==> config.mk <==
export PLATFORM = sky130hd
export DESIGN_NAME = neuron_input_packer
export DESIGN_NICKNAME = d
export VERILOG_FILES = /design/src/rtl/neuron_input_packer.sv
export SDC_FILE = /design/constraint.sdc
export NUM_CORES = 1
export LEC_CHECK = 0
export BUFFER_PORTS_ARGS = -buffer_cell sky130_fd_sc_hd__buf_2
export CAP_MARGIN = 40
export CORE_AREA = 2 2 420 422
export CTS_BUF_LIST = sky130_fd_sc_hd__clkbuf_2
export CTS_CLUSTER_DIAMETER = 80
export DETAILED_ROUTE_END_ITERATION = 16
export DIE_AREA = 0 0 422 424
export GPL_TIMING_DRIVEN = 0
export SYNTH_ARGS = -nofsm -noshare
export SYNTH_HDL_FRONTEND = slang
export SYNTH_SLANG_ARGS = --single-unit
export TNS_END_PERCENT = 50
==> constraint.sdc <==
create_clock -name clk -period 3.9 [get_ports clk]
set_input_delay 0 -clock clk [delete_from_list [all_inputs] [get_ports clk]]
set_output_delay 0 -clock clk [all_outputs]
set_load 0.02 [all_outputs]
==> src/rtl/neuron_input_packer.sv <==
`default_nettype none
// ============================================================================
// neuron_input_packer : packs a word stream into NEURON_INPUTS-wide vectors
// Revision 1.0
// ============================================================================
module neuron_input_packer #(
   parameter int unsigned DATA_WIDTH    = 32,
   parameter int unsigned NEURON_INPUTS = 32
) (
   input  logic                                 clk,
   input  logic                                 rst,
   input  logic                                 neuron_input_packer_clear,
   output logic                                 neuron_input_packer_ready_in,
   input  logic                                 neuron_input_packer_valid_in,
   input  logic [DATA_WIDTH-1:0]                neuron_input_packer_data_in,
   input  logic                                 neuron_input_packer_ready_out,
   output logic                                 neuron_input_packer_valid_out,
   output logic [DATA_WIDTH-1:0]                neuron_input_packer_data_out [0:NEURON_INPUTS-1],
   output logic [$clog2(NEURON_INPUTS+1)-1:0]   neuron_input_packer_count
);

   localparam int unsigned          c_cnt_w = $clog2(NEURON_INPUTS + 1);
   localparam logic [c_cnt_w-1:0]   c_last  = c_cnt_w'(NEURON_INPUTS - 1);
   localparam logic [c_cnt_w-1:0]   c_one   = c_cnt_w'(1);

   typedef enum logic [0:0] {
      ST_FILL = 1'b0,
      ST_FULL = 1'b1
   } state_t;

   state_t               state_q, state_d;
   logic [c_cnt_w-1:0]   count_q, count_d;
   logic                 w_in_hs;
   logic                 w_out_hs;
   logic                 w_wr_en;
   logic [c_cnt_w-1:0]   w_wr_idx;

   // ready_in looks through to ready_out so a full vector drains and refills in one cycle
   assign neuron_input_packer_valid_out = (state_q == ST_FULL);
   assign neuron_input_packer_ready_in  = !neuron_input_packer_clear &&
                                          ((state_q == ST_FILL) || neuron_input_packer_ready_out);
   assign neuron_input_packer_count     = count_q;

   assign w_in_hs  = neuron_input_packer_valid_in  && neuron_input_packer_ready_in;
   assign w_out_hs = neuron_input_packer_valid_out && neuron_input_packer_ready_out;

   always_comb begin
      state_d  = state_q;
      count_d  = count_q;
      w_wr_en  = 1'b0;
      w_wr_idx = count_q;
      if (neuron_input_packer_clear) begin
         state_d = ST_FILL;
         count_d = '0;
      end else begin
         case (state_q)
            ST_FILL: begin
               if (w_in_hs) begin
                  w_wr_en  = 1'b1;
                  w_wr_idx = count_q;
                  if (count_q == c_last) begin
                     count_d = '0;
                     state_d = ST_FULL;
                  end else begin
                     count_d = count_q + c_one;
                  end
               end
            end
            ST_FULL: begin
               if (w_out_hs) begin
                  state_d = ST_FILL;
                  if (w_in_hs) begin
                     // incoming word starts the next vector at slot 0
                     w_wr_en  = 1'b1;
                     w_wr_idx = '0;
                     if (NEURON_INPUTS == 1) begin
                        state_d = ST_FULL;
                     end else begin
                        count_d = c_one;
                     end
                  end
               end
            end
         endcase
      end
   end

   always_ff @(posedge clk or negedge rst) begin
      if (!rst) begin
         state_q <= ST_FILL;
         count_q <= '0;
      end else begin
         state_q <= state_d;
         count_q <= count_d;
      end
   end

   for (genvar gi = 0; gi < NEURON_INPUTS; gi++) begin : g_entry
      logic [DATA_WIDTH-1:0] entry_q;

      always_ff @(posedge clk or negedge rst) begin
         if (!rst) begin
            entry_q <= '0;
         end else if (w_wr_en && (w_wr_idx == c_cnt_w'(gi))) begin
            entry_q <= neuron_input_packer_data_in;
         end
      end

      assign neuron_input_packer_data_out[gi] = entry_q;
   end

endmodule
`default_nettype wire
==> metrics <==
post-synthesis cell type count 33; design area 0.0517 mm2; worst-margin pin slew 1140 ps; Post-CTS Setup Bufs 0; Die X 422 um; fillers 18100; Clk Latency, worst-skew pair 1670 ps; fin nets 3952; IO Pins 1069; Syn Inst Count 2342; Yosys warning total 0; # setup viols final 0; routed wire length 164 mm; DR vias 27300; clock skew 164 ps; sequential fraction of the synthesis area 66.7%; Setup crit start kind primary input; Seq cells post-synth 1031; # DRC 0; worst hold path type primary input to register; core area 0.175 mm2; switching share of power 30.4%; CTS tree built; max cap viols 0; outcome finished, final reports clean; CTS Sinks 1031; layout cell share with drive strength beyond 1 64.8%; Synth-to-Final Area Change 33.7%; period utilisation layout 92.2%; DR WL/cell 25.5 um; maximum vdd drop 0.266 mV; area share of the largest cell type after synthesis 66.7%; ys async rst share 100%; pre-CTS WS 392 ps; CP required 5500 ps; leakage power 29.2 nW; largest net degree at the start of global routing 167; GP Congestion 0.822; syn_area_per_cell 16.5 um2; total gr overflow 0; worst-path fanout max 166; vias per cell 4.25; FF-to-FF path depth 6; Post-Syn Area 0.0387 mm2; antenna violations before repair 14; drt first pass iters 5; Seq pwr share 53.2%; most frequent cell after synthesis dfrtp_1; gr usage total 17.8%; number of CTS-inserted buffers 294; clock network power share 35.7%; cell count of the worst hold path 4; Core Util, Final 29.5%; Psw 6.42 mW; crit path kind primary input to async pin; fmax 278 MHz; Post-synth EDFFs 0; Top FF cell, synth dfrtp_1; syn_nets 2380; pwr/cell area 409 mW/mm2; Worst slew margin 24.1%; root buf cell clkbuf_2; Synth area leaders dfrtp_1 (67%), mux2_2 (30%), clkbuf_1 (0.97%), buf_2 (0.79%), buf_1 (0.35%); Die Y 424 um; unrepaired setup endpoints after global routing no; maximum clock path buffer count 4; Starting DRT DRC Count 1424; Post-DP HPWL 125 mm; PortBufs 1067; area leader, netlist dfrtp_1; die footprint 0.179 mm2; P_int 14.7 mW; Final Max Slew Viols 0; Crit. End Element async pin; vias in the first global route 28400; critical path arrival 5200 ps; CTS clk-pin slew, worst paths 90 ps; Post-DP Area 0.0479 mm2; global-route wire length before repair 223 mm; final hold vios 0; H-tree Lvls 5; PnR worst setup slack 303 ps; leading post-synthesis cells by instance count dfrtp_1 (1031), mux2_2 (1020), clkbuf_1 (100), buf_2 (61), buf_1 (36); FP Rows 154; Tmin final 3600 ps; Hold WS 295 ps; Post-Route Setup TNS 0 ps; DRT antenna net count 0; combinational share of power 11.1%; starting density of the core 22.1%
## timing repair
item	4_1_cts	5_1_grt
setup endpoints to repair	0	7
resized for setup	0	1
endpoints found under the hold margin	1896	3
hold buffers	139	2
## worst paths after layout
path,from,endpoint,slack (ps)
worst max-delay path,rst,g_entry[19].entry_q[9],300
worst min-delay path,neuron_input_packer_data_in[30],g_entry[26].entry_q[30],300
worst max register to register,neuron_input_packer_valid_out,g_entry[20].entry_q[27],310
worst min register to register,g_entry[8].entry_q[3],g_entry[8].entry_q[3],500
max in group clk,neuron_input_packer_valid_out,g_entry[20].entry_q[27],310
min in group asynchronous,rst,g_entry[14].entry_q[12],850
## final cells by class
type,instances,area (um2),share of cell area (%)
Clock inverter,64,360,0.697
Multi-Input combinational cell,1112,12000,23.3
Sequential cell,1031,25800,49.9
Tap cell,2340,2930,5.66
Timing Repair Buffer,1276,7740,15.0
Clock buffer,388,1940,3.76
Inverter,2,7.51,0.0145
Buffer,197,817,1.58
Antenna cell,16,40.0,0.0775
## sequential cells by signal, indices dropped and copies added, names as in the netlist
signal / count
g_entry.entry_q: 1024
neuron_input_packer_count: 6
neuron_input_packer_valid_out: 1
## per-layer routing
| metal | wire length (um) | track usage, % | vias up |
|---|---|---|---|
| met5 | 13 | 0 | - |
| met4 | 8760 | 9.97 | 2 |
| met3 | 10900 | 5.30 | 344 |
| met2 | 83400 | 30.9 | 1202 |
| met1 | 61000 | 19.4 | 14200 |
| li1 | - | - | 11500 |
## critical path, stage by stage
cell	delay, ps
dlygate4sd3_1	520
dlygate4sd3_1	550
dlygate4sd3_1	610
buf_12	110
dlygate4sd3_1	670
buf_16	480
buf_16	550
buf_16	560
buf_16	550
## through the flow
stage,instances,power [mW]
floorplan,2342,12.5
global placement,5749,13.7
global route,6418,22.2
finish,6426,21.2
CTS,6406,21.5
detailed placement,5815,13.8
## power groups by stage
stage / clock (mW) / combinational [mW] / sequential [mW]
2_1_floorplan: 0 / 0.481 / 12.0
3_3_place_gp: 0 / 2.20 / 11.5
3_5_place_dp: 0 / 2.29 / 11.5
4_1_cts: 7.87 / 2.39 / 11.3
5_1_grt: 8.42 / 2.47 / 11.3
6_report: 7.56 / 2.34 / 11.3
## layout by cell type (no fill, tap or decap), drive strengths merged, types with 2 or more instances in the layout
cell type	Yosys	final
nand3b	2	2
buf	97	1233
clkinv	0	49
clkbuf	100	488
nor2b	3	3
o21ai	5	5
nor2	26	26
a21oi	5	5
nand4b	3	3
a31oi	2	2
diode	0	16
nand3	3	3
nand2	15	15
dlygate4sd3	0	140
mux2	1024	1024
inv	2	12
nor4b	4	4
nand2b	6	6
dfrtp	1031	1031
bufinv	0	4
## logic make-up after synthesis
group / count (synthesis) / synth area share [%]
fa+ha+maj: 1 / 0.0324
buf+inv: 199 / 2.13
flops: 1031 / 66.7
compound gates: 17 / 0.269
simple gates: 70 / 1.01
mux: 1024 / 29.8
No activity file was read; power rests on OpenSTA's default activity.
